[config.mk]
export PLATFORM = sky130hd
export DESIGN_NAME = decade_prescaler
export DESIGN_NICKNAME = d
export VERILOG_FILES = /design/src/rtl/clock_div_pkg.sv /design/src/rtl/prescaler_stage.sv /design/src/rtl/decade_prescaler.sv
export SDC_FILE = /design/constraint.sdc
export NUM_CORES = 1
export LEC_CHECK = 0
export ABC_AREA = 0
export BUFFER_PORTS_ARGS = -buffer_cell sky130_fd_sc_hd__buf_2
export CAP_MARGIN = 20
export CORE_MARGIN = 4
export CORE_UTILIZATION = 30
export CTS_CLUSTER_DIAMETER = 120
export CTS_CLUSTER_SIZE = 25
export DETAILED_ROUTE_END_ITERATION = 8
export GPL_TIMING_DRIVEN = 0
export PLACE_DENSITY = 0.56
export SYNTH_ARGS = -nofsm -noshare
export SYNTH_HDL_FRONTEND = slang
export SYNTH_SLANG_ARGS = --single-unit
[constraint.sdc]
create_clock -name CLOCK -period 4.23 [get_ports CLOCK]
set_input_delay 0.423 -clock CLOCK [delete_from_list [all_inputs] [get_ports CLOCK]]
set_output_delay 0.423 -clock CLOCK [all_outputs]
set_load 0.1 [all_outputs]
[src/rtl/clock_div_pkg.sv]
// ---------------------------------------------------------------------------
// clock_div_pkg
// Shared defaults for the synchronous decade prescaler, plus a helper that
// returns the period of a stage's TICK strobe in enabled master-clock cycles.
// ---------------------------------------------------------------------------
package clock_div_pkg;

  localparam int DEFAULT_DIV    = 10;
  localparam int DEFAULT_STAGES = 7;

  // Enabled master cycles between two TICK pulses of stage k.
  function automatic int stage_period(input int k, input int div);
    return div ** (k + 1);
  endfunction

endpackage : clock_div_pkg

[src/rtl/prescaler_stage.sv]
// ---------------------------------------------------------------------------
// prescaler_stage
// One divide-by-DIV stage of the synchronous prescaler cascade. The counter
// advances only on cycles where EN_IN is high, so every stage runs off the
// master clock and no derived clock is ever used as a clock.
//
// Ports:
//   CLOCK    in   master clock, rising edge
//   RESET_N  in   asynchronous active-low reset
//   SYNC_CLR in   synchronous clear of counter and outputs (beats EN_IN)
//   EN_IN    in   single-cycle advance enable from the previous stage
//   CARRY    out  combinational: EN_IN high while the counter sits at DIV-1
//   TICK     out  registered CARRY, one cycle wide
//   CLK_OUT  out  registered square wave, high while count >= (DIV+1)/2
// ---------------------------------------------------------------------------
module prescaler_stage
  import clock_div_pkg::*;
#(
  parameter int DIV = DEFAULT_DIV
) (
  input  logic CLOCK,
  input  logic RESET_N,
  input  logic SYNC_CLR,
  input  logic EN_IN,
  output logic CARRY,
  output logic TICK,
  output logic CLK_OUT
);

  localparam int                 CNT_W     = $clog2(DIV);
  localparam logic [CNT_W-1:0]   CNT_MAX   = CNT_W'(DIV - 1);
  // Low for (DIV+1)/2 counts, high for the remaining DIV/2 counts.
  localparam logic [CNT_W-1:0]   HIGH_FROM = CNT_W'((DIV + 1) / 2);

  logic [CNT_W-1:0] cnt_q, cnt_d;
  logic             tick_q;
  logic             clk_q;

  assign CARRY = EN_IN && (cnt_q == CNT_MAX);

  always_comb begin
    cnt_d = cnt_q;
    if (EN_IN) begin
      cnt_d = (cnt_q == CNT_MAX) ? '0 : cnt_q + CNT_W'(1);
    end
  end

  // NOTE: every state flop gets an explicit reset value and is written with
  // non-blocking assignments so all flops sample pre-edge values together.
  always_ff @(posedge CLOCK or negedge RESET_N) begin
    if (!RESET_N) begin
      cnt_q  <= '0;
      tick_q <= 1'b0;
      clk_q  <= 1'b0;
    end else if (SYNC_CLR) begin
      cnt_q  <= '0;
      tick_q <= 1'b0;
      clk_q  <= 1'b0;
    end else begin
      cnt_q  <= cnt_d;
      tick_q <= CARRY;
      // Sampled from the pre-edge count, so CLK_OUT lags the count by a cycle
      // and simply holds while the stage is not enabled.
      clk_q  <= (cnt_q >= HIGH_FROM);
    end
  end

  assign TICK    = tick_q;
  assign CLK_OUT = clk_q;

endmodule : prescaler_stage

[src/rtl/decade_prescaler.sv]
// ---------------------------------------------------------------------------
// decade_prescaler
// Fully synchronous cascade of NUM_STAGES divide-by-DIV stages on a single
// master clock. Stage k advances on the carry of stage k-1, so TICK[k] is a
// one-cycle clock-enable every DIV^(k+1) enabled cycles and CLK_OUT[k] a
// near-50% square wave with the same period.
//
// Ports:
//   CLOCK     in   master clock, rising edge
//   RESET_N   in   asynchronous active-low reset
//   ENABLE    in   count enable for stage 0; low freezes the whole chain
//   SYNC_CLR  in   synchronous clear of all stages, priority over ENABLE
//   TICK      out  [NUM_STAGES] per-stage one-cycle strobes
//   CLK_OUT   out  [NUM_STAGES] per-stage square waves
// Optional (macro DECADE_PRESCALER_RATE_SEL_EN):
//   RATE_SEL  in   [$clog2(NUM_STAGES)] stage selector
//   TICK_SEL  out  TICK[RATE_SEL] delayed one cycle, 0 if out of range
//   CLK_SEL   out  CLK_OUT[RATE_SEL] delayed one cycle, 0 if out of range
// ---------------------------------------------------------------------------
module decade_prescaler
  import clock_div_pkg::*;
#(
  parameter int NUM_STAGES = DEFAULT_STAGES,
  parameter int DIV        = DEFAULT_DIV
) (
  input  logic                  CLOCK,
  input  logic                  RESET_N,
  input  logic                  ENABLE,
  input  logic                  SYNC_CLR,
  output logic [NUM_STAGES-1:0] TICK,
  output logic [NUM_STAGES-1:0] CLK_OUT
`ifdef DECADE_PRESCALER_RATE_SEL_EN
  ,
  input  logic [$clog2(NUM_STAGES)-1:0] RATE_SEL,
  output logic                          TICK_SEL,
  output logic                          CLK_SEL
`endif
);

  logic [NUM_STAGES-1:0] en_w;
  logic [NUM_STAGES-1:0] carry_w;
  logic [NUM_STAGES-1:0] tick_w;
  logic [NUM_STAGES-1:0] clk_w;

  for (genvar k = 0; k < NUM_STAGES; k++) begin : g_stage
    if (k == 0) begin : g_first
      assign en_w[k] = ENABLE;
    end else begin : g_next
      assign en_w[k] = carry_w[k-1];
    end

    prescaler_stage #(
      .DIV (DIV)
    ) u_stage (
      .CLOCK   (CLOCK),
      .RESET_N (RESET_N),
      .SYNC_CLR(SYNC_CLR),
      .EN_IN   (en_w[k]),
      .CARRY   (carry_w[k]),
      .TICK    (tick_w[k]),
      .CLK_OUT (clk_w[k])
    );
  end

  // The last stage's carry has no consumer.
  logic unused_last_carry;
  assign unused_last_carry = carry_w[NUM_STAGES-1];

  assign TICK    = tick_w;
  assign CLK_OUT = clk_w;

`ifdef DECADE_PRESCALER_RATE_SEL_EN
  logic sel_ok;
  logic tick_sel_d, tick_sel_q;
  logic clk_sel_d,  clk_sel_q;

  always_comb begin
    sel_ok     = (32'(RATE_SEL) < NUM_STAGES);
    tick_sel_d = 1'b0;
    clk_sel_d  = 1'b0;
    if (sel_ok) begin
      tick_sel_d = tick_w[RATE_SEL];
      clk_sel_d  = clk_w[RATE_SEL];
    end
  end

  // Plain registered copies; a RATE_SEL change may cut a pulse or level short.
  always_ff @(posedge CLOCK or negedge RESET_N) begin
    if (!RESET_N) begin
      tick_sel_q <= 1'b0;
      clk_sel_q  <= 1'b0;
    end else begin
      tick_sel_q <= tick_sel_d;
      clk_sel_q  <= clk_sel_d;
    end
  end

  assign TICK_SEL = tick_sel_q;
  assign CLK_SEL  = clk_sel_q;
`else
  // Rate selector not built: only the raw TICK/CLK_OUT vectors are exported.
`endif

endmodule : decade_prescaler
After elaboration in Yosys (flattened, before gate mapping)
Cells that the tools add are included.

Mux-type cells: 35. $lt $le $gt $ge: 7. Reductions and logical operators: 14. Add/subtract/negate cells: 7. Eq/ne operators: 7.

Operators by type and width (count): 4-bit 2-to-1 mux (21); 4-bit by 1-bit adder with 4-bit output, second input constant (7); 4-bit == test, second input constant (7); 4-bit by 3-bit greater-or-equal comparator with 1-bit output, second input constant (7); 1-bit 2-to-1 mux (14); 2-bit nonzero test (7); 1-bit logical AND (7).

Input bits: 4. Output and inout bits: 14. Word-level logic and storage cells: 91. Bits in registers: 42.

Logic depth before layout (Yosys ltp)
Gate-level depths: netlist (run 1).

Depth in word-level cells: 9. Depth in mapped cells: 8. Gate-level depth less buffers: 6.

By module
From an unflattened synthesis (run 1), not the netlist that was laid out.

Cell total of the unflattened synthesis: 238. Area, all modules: 2215.9 um^2.

By module, submodules not included: prescaler_stage (seq. area each 150.1 um^2, cells each 34, instances 7, area each 316.6 um^2).

Least setup slack after synthesis (run 1)
OpenSTA, ideal clock, no wires.

Path kind: reg-to-reg. Start point: register g_stage[0].u_stage.cnt_q[1]. End point: register g_stage[5].u_stage.cnt_q[3]. Clock period less this slack: 1736 ps. Setup slack: 2494 ps. Data required time: 4152 ps. Setup time: 78 ps. Path buffers: 1. Stages on the path, launching flop included: 8. Data arrival time: 1658 ps. Cell sequence: dfrtp_1 > inv_1 > ha_1 > and4b_1 > buf_4 > nand2_1 > or4_1 > a21oi_1.

Cells in the longest elaborated chain, start to end: 7.

RTL lines: from (decl) (RTL line prescaler_stage.sv:35) `logic [CNT_W-1:0] cnt_q, cnt_d;`; from (signal assigned) (RTL line prescaler_stage.sv:60) `cnt_q <= cnt_d;`; 4-bit == test (RTL line prescaler_stage.sv:39) `assign CARRY = EN_IN && (cnt_q == CNT_MAX);`; 1-bit logical AND (5 in series) (RTL line prescaler_stage.sv:39); 2-bit nonzero test (no line); to (signal assigned) (RTL line prescaler_stage.sv:60); to (decl) (RTL line prescaler_stage.sv:35).

No other way between the ends. A chain may end at the register's enable or synchronous reset.

Worst setup path after layout (run 1)
Start point: register g_stage[1].u_stage.cnt_q[1]. End point: register g_stage[6].u_stage.cnt_q[1].

Cells in the longest elaborated chain, start to end: 7.

RTL lines (RTL line): from (decl) (prescaler_stage.sv:35); from (signal assigned) (prescaler_stage.sv:60); 4-bit == test (prescaler_stage.sv:39); 1-bit logical AND (5 in series) (prescaler_stage.sv:39); 2-bit nonzero test (no line); to (signal assigned) (prescaler_stage.sv:60); to (decl) (prescaler_stage.sv:35).

No other way between the ends.

==> results.toml, run 1 <==
[logic_synthesis]
ys_warn_count = 0
synthesis.nets = 293
synth_edf_count = 0
synth_ff_type = "dfrtp_1"
synth_top_cell_by_area = "dfrtp_1"
syn_avg_cell_area_um2 = 9.09
synth_area_leaders = "dfrtp_1 43%, ha_1 11%, buf_4 4.9%, a21oi_1 4.7%, o21ai_0 3.7%"
ys_seq_area_frac = 0.431
async_reset_ff_frac = 1.00
synthCells = 268
yosysTopAreaCellShare = 0.431
ys_types = 36
synth_area_um2 = 2440
synth_seq_cells = 42

[floorplanning]
num_rows = 32
die_area_um2 = 9630
die_h_um = 98.1
core_area_um2 = 7810
die_w_um = 98.1
boundaryPins = 18
start_util = 0.312

[sta]
period_minus_slack_ns = 2.06
setup_ws_ns = 2.17
fin_setup_tns_ns = 0
worst_pin_slew_ns = 0.659
skew_ns = 0.00707
finalMaxSlewViolations = 0
fmax_mhz = 485
finalHoldViolCount = 0
rsz0062_at_grt = "false"
max-slew-margin-rel = 0.560
period_share = 0.488
setup_viol = 0

[place]
dp_hpwl_um = 3440
gp_congestion = 0.779
place_ws_ns = 2.20
dp.cells = 386
port_buffers = 16
placed_cell_area_um2 = 2640

[grt]
grt_use_total = 0.108
antenna_found_initial = 0
grt-ovfl-total = 0
grt_pass1_vias = 1773
grt_pass1_wl_um = 8520
grt_max_degree = 43

[critical_path]
required_ns = 4.45
rrSetupSlack_ns = 2.17
start_kind = "flop"
cp_max_fo = 10
path_class = "reg -> reg"
arrival_ns = 2.28
worst_setup_path_end_kind = "flop"

[clock_tree]
ctsLongestPathBuffers = 2
cts_tree = "yes"
clkSinkCount = 42
cts_max_level = 2
root_buffer = "clkbuf_8"
numCtsBuffers = 5
clk_pin_slew_ns = 0.08
clk_latency_ns = 0.30

[detailed_routing]
ant_nets = 0
vias = 1878
wire_per_inst_um = 12.2
first_pass_iters = 4
vias_per_cell = 4.74
drt_iter0_drc = 101
drt-total-wl_um = 4820
drc = 0

[layout]
final_cell_mix = "42 x dfrtp_1, 24 x nand2_1, 23 x a21oi_1, 22 x nor2_1, 21 x ha_1"
antenna_cells = 0
area_growth_pct = 14.1
fin_cells = 396
layout_commonest_cell = "dfrtp_1"
nets = 318
stdcell_area_um2 = 2780
drive_gt1_frac = 0.150

[pwr]
leakagePower_nw = 1.29
p_per_area_nw_per_um2 = 270
power.total_mw = 0.750
irDropWorstVdd_uv = 121

[run_status]
run_status = "complete, no violations"

[flow_run]
cap_violations = 0

[min_path]
hp-class = "in -> async"
[where the power goes]
part           switching [mW]  internal, mW  total (mW)
Clock                   0.138         0.177       0.315
Combinational          0.0215       0.00945      0.0309
Sequential            0.00189         0.403       0.404
[metal layers]
metal	global-route usage	up-vias	routed length, µm
met5	0	-	0
met4	0.0383	0	70
met3	0.0243	7	149
met2	0.180	28	2340
met1	0.137	882	2260
li1	-	961	-
[synthesized netlist by cell type, types with 2 or more instances]
library cell / count
dfrtp_1: 42
nand2_1: 24
a21oi_1: 23
nor2_1: 22
ha_1: 21
inv_1: 19
o21ai_0: 18
buf_4: 16
nand2b_1: 11
nand3_1: 10
nand4_1: 8
and3b_1: 5
nor3_1: 5
clkbuf_1: 4
nand3b_1: 4
a31oi_1: 3
and2_1: 3
buf_2: 3
a211o_1: 2
a21boi_0: 2
and3_1: 2
mux2i_1: 2
nand4b_1: 2
nor3b_1: 2
nor4_1: 2
o211ai_1: 2
or3_1: 2
[final timing paths]
kind	cells after the start	startpoint	endpoint
hold / removal	2	RESET_N	g_stage[4].u_stage.cnt_q[3]
max in group asynchronous	3	RESET_N	g_stage[0].u_stage.cnt_q[2]
min in group CLOCK	2	g_stage[3].u_stage.cnt_q[1]	g_stage[3].u_stage.cnt_q[1]
setup reg to reg	7	g_stage[1].u_stage.cnt_q[1]	g_stage[6].u_stage.cnt_q[1]
setup / recovery	7	g_stage[1].u_stage.cnt_q[1]	g_stage[6].u_stage.cnt_q[1]
hold reg to reg	2	g_stage[3].u_stage.cnt_q[1]	g_stage[3].u_stage.cnt_q[1]
[metrics by stage]
stage	hold WS (ns)	utilization
5_1_grt	0.484	0.356
2_1_floorplan	0.127	-
4_1_cts	0.309	0.352
3_3_place_gp	0.530	0.339
3_5_place_dp	0.529	0.339
6_report	0.464	0.356
[cell type report]
type,count,area (µm²)
inverters,19,71.3
well taps,102,128
fillers,815,5030
multi-input cells,184,1160
repair buffers,18,110
clock buffers,7,76.3
clock inverters,1,30.0
plain buffers,23,150
flip-flops and latches,42,1050
[worst max-delay path, stage by stage, from the launching register on]
cell and delay, ns:
dfrtp_1 0.41, inv_1 0.08, ha_1 0.19, and3b_1 0.23
buf_4 0.19, nand4_1 0.27, or3_1 0.45, a21oi_1 0.16
[what timing repair did]
| item | CTS | global route |
|---|---|---|
| hold buffers | 0 | 1 |
| resized for setup | 0 | 0 |
| buffers inserted | 0 | 0 |
| hold endpoints to repair | 0 | 2 |
[cells by family after synthesis]
logic type                 Yosys count  share of synthesized area
and+or+nand+nor                    105                      0.230
DFF                                 42                      0.431
buffers and inverters               42                     0.0909
muxes                                3                     0.0128
AOI/OAI and AO/OA                   54                      0.124
adders and majority gates           21                      0.108
xor gates and xnor gates             1                    0.00360
[state kept, by name, indices dropped and copies added (netlist names)]
signal	cells
g_stage.u_stage.CLK_OUT	7
g_stage.u_stage.TICK	7
g_stage.u_stage.cnt_q	28
Note: power is estimated with default switching activity, not from simulation.
==> run 2, diff against run 1 <==
Clock period 4.23 ns to 2.1 ns, I/O delays scaled along.
==> run 2 against run 1 <==
Against the previous run:
- sequential power rose by 100%
- combinational power rose by 110%
- power rose by 100%
- sequential share of layout area fell by 0.42 points
- largest cell class unchanged
- critical path type unchanged
- non-clock buffer count rose by 1
- via count rose by 0.53%
- utilization rose by 0.40 points
==> results.toml, run 2 (synthesis results as in run 1) <==
[critical_path]
rrSetupSlack_ns = 0.18
critPathMaxStageDelay_ns = 0.53
rr_worst_depth = 7
worst_setup_path_end_kind = "flop"
worstPathCellList = "inv_1 -> ha_1 -> and3b_1 -> buf_2 -> nand3_1 -> or4_1 -> a21oi_1"
r2r-start = "g_stage[2].u_stage.cnt_q[1]"
slowest_stage = "or4_1"
arrival_ns = 2.14
worst-path-buf-inv = 2
cp_max_fo = 7
crit_start = "g_stage[2].u_stage.cnt_q[1]"
path_class = "reg -> reg"
start_kind = "flop"
r2r_end = "g_stage[5].u_stage.cnt_q[3]"
critPathTopFamily = "simple AND/OR/NAND/NOR gates"
cp.depth = 7
required_ns = 2.32
cp-endpoint = "g_stage[5].u_stage.cnt_q[3]"

[clock_tree]
numCtsBuffers = 5
clkSinkCount = 42
clk_latency_ns = 0.29
clk_pin_slew_ns = 0.08
cts_max_level = 2
cts_tree = "yes"
root_buffer = "clkbuf_8"
ctsLongestPathBuffers = 2

[pwr]
power_frac_seq = 0.540
leakagePower_nw = 1.30
combPwrFrac = 0.042
p_sw_mw = 0.323
p_int_mw = 1.19
swShare = 0.214
irDropWorstVdd_uv = 243
pwr-share-clk = 0.418
p_per_area_nw_per_um2 = 537

[sta]
whs_ns = 0.255
finalHoldViolCount = 0
period_share = 0.915
setup_viol = 0
finalMaxSlewViolations = 0
fmax_mhz = 520
worst_pin_slew_ns = 0.597
max-slew-margin-rel = 0.602
setup_ws_ns = 0.178
skew_ns = 0.00744
period_minus_slack_ns = 1.92

[layout]
final_util = 0.360
regMostFlops = "g_stage.u_stage.cnt_q"
area_growth_pct = 15.4
layout_commonest_cell = "dfrtp_1"
drive_gt1_frac = 0.163
final_cell_mix = "42 x dfrtp_1, 24 x nand2_1, 23 x a21oi_1, 22 x nor2_1, 20 x ha_1"
nets = 319
multi_input_area_um2 = 1180
seq_area_um2 = 1050
nFillCells = 817
antenna_cells = 0
largest_register_ffs = 28

[detailed_routing]
drt-total-wl_um = 4850
dr_wl_met3_um = 140
vias_per_cell = 4.76
wl_met1_um = 2290
wire_per_inst_um = 12.2
ant_nets = 0
drc = 0
vias = 1888
top_layer = "met4"
drt_iter0_drc = 94
dr_wl_met2_um = 2340
first_pass_iters = 4

[min_path]
hp-class = "in -> async"

[grt]
grt-ovfl-total = 0
grt_max_degree = 43
grt_pass1_wl_um = 8520
grt_use_total = 0.108
grt_pass1_vias = 1773
antenna_found_initial = 0

[floorplanning]
die_area_um2 = 9630
boundaryPins = 18
start_util = 0.312
core_area_um2 = 7810
num_rows = 32
die_w_um = 98.1
die_h_um = 98.1

[place]
place_ws_ns = 0.0730
port_buffers = 16
dp_hpwl_um = 3440
gp_congestion = 0.779

[run_status]
run_status = "complete, no violations"

[flow_run]
cap_violations = 0
-- run 2: cell count changes in the layout (fill, tap and decap cells not counted) --
cell / delta
nor4_2: +1
nor4_1: -1
nor3b_1: -1
ha_1: -1
clkbuf_4: +1
buf_6: +2
ha_2: +1
buf_2: -1
buf_4: -1
nor3b_2: +1
-- run 2: how the worst min path moves through the flow --
stage / start / slack, ns / depth (start not counted) / end
floorplan: RESET_N / -0.09 / 0 / g_stage[0].u_stage.CLK_OUT
global placement: RESET_N / 0.42 / 1 / g_stage[4].u_stage.CLK_OUT
detailed placement: RESET_N / 0.42 / 1 / g_stage[4].u_stage.CLK_OUT
CTS: RESET_N / 0.1 / 1 / g_stage[4].u_stage.cnt_q[1]
global route: RESET_N / 0.27 / 2 / g_stage[4].u_stage.CLK_OUT
finish: RESET_N / 0.25 / 2 / g_stage[4].u_stage.cnt_q[3]
-- run 2: layout make-up --
class,instances,area share
Buffer,23,0.0570
Clock buffer,7,0.0271
Clock inverter,1,0.0107
Inverter,19,0.0254
Multi-Input combinational cell,184,0.419
Sequential cell,42,0.374
Tap cell,102,0.0454
Timing Repair Buffer,19,0.0418
-- run 2: what timing repair did --
action                                  4_1_cts  5_1_grt
endpoints found under the setup margin        0        9
resized for setup                             0        6
hold buffers                                  0        1
buffers inserted                              0        1
endpoints found under the hold margin         0       42
-- run 2: power groups by stage --
stage               registers [mW]  clock network (mW)  logic [mW]
floorplan                    0.830                   0      0.0291
global placement             0.831                   0      0.0582
detailed placement           0.831                   0      0.0588
CTS                          0.815               0.656      0.0591
global route                 0.815               0.694      0.0744
finish                       0.815               0.631      0.0634
-- run 2: metrics by stage --
step                area, µm²  power [mW]  setup TNS, ns  cells
detailed placement       2640       0.890              0    386
finish                   2810        1.51              0    397
global placement         2640       0.889              0    386
global route             2810        1.58       -0.00394    397
floorplan                2440       0.859              0    268
CTS                      2750        1.53              0    394
-- run 2: routing by layer --
layer	GRT usage	vias to the layer above
met5	0	-
met4	0.0383	0
met3	0.0243	6
met2	0.180	19
met1	0.137	900
li1	-	963
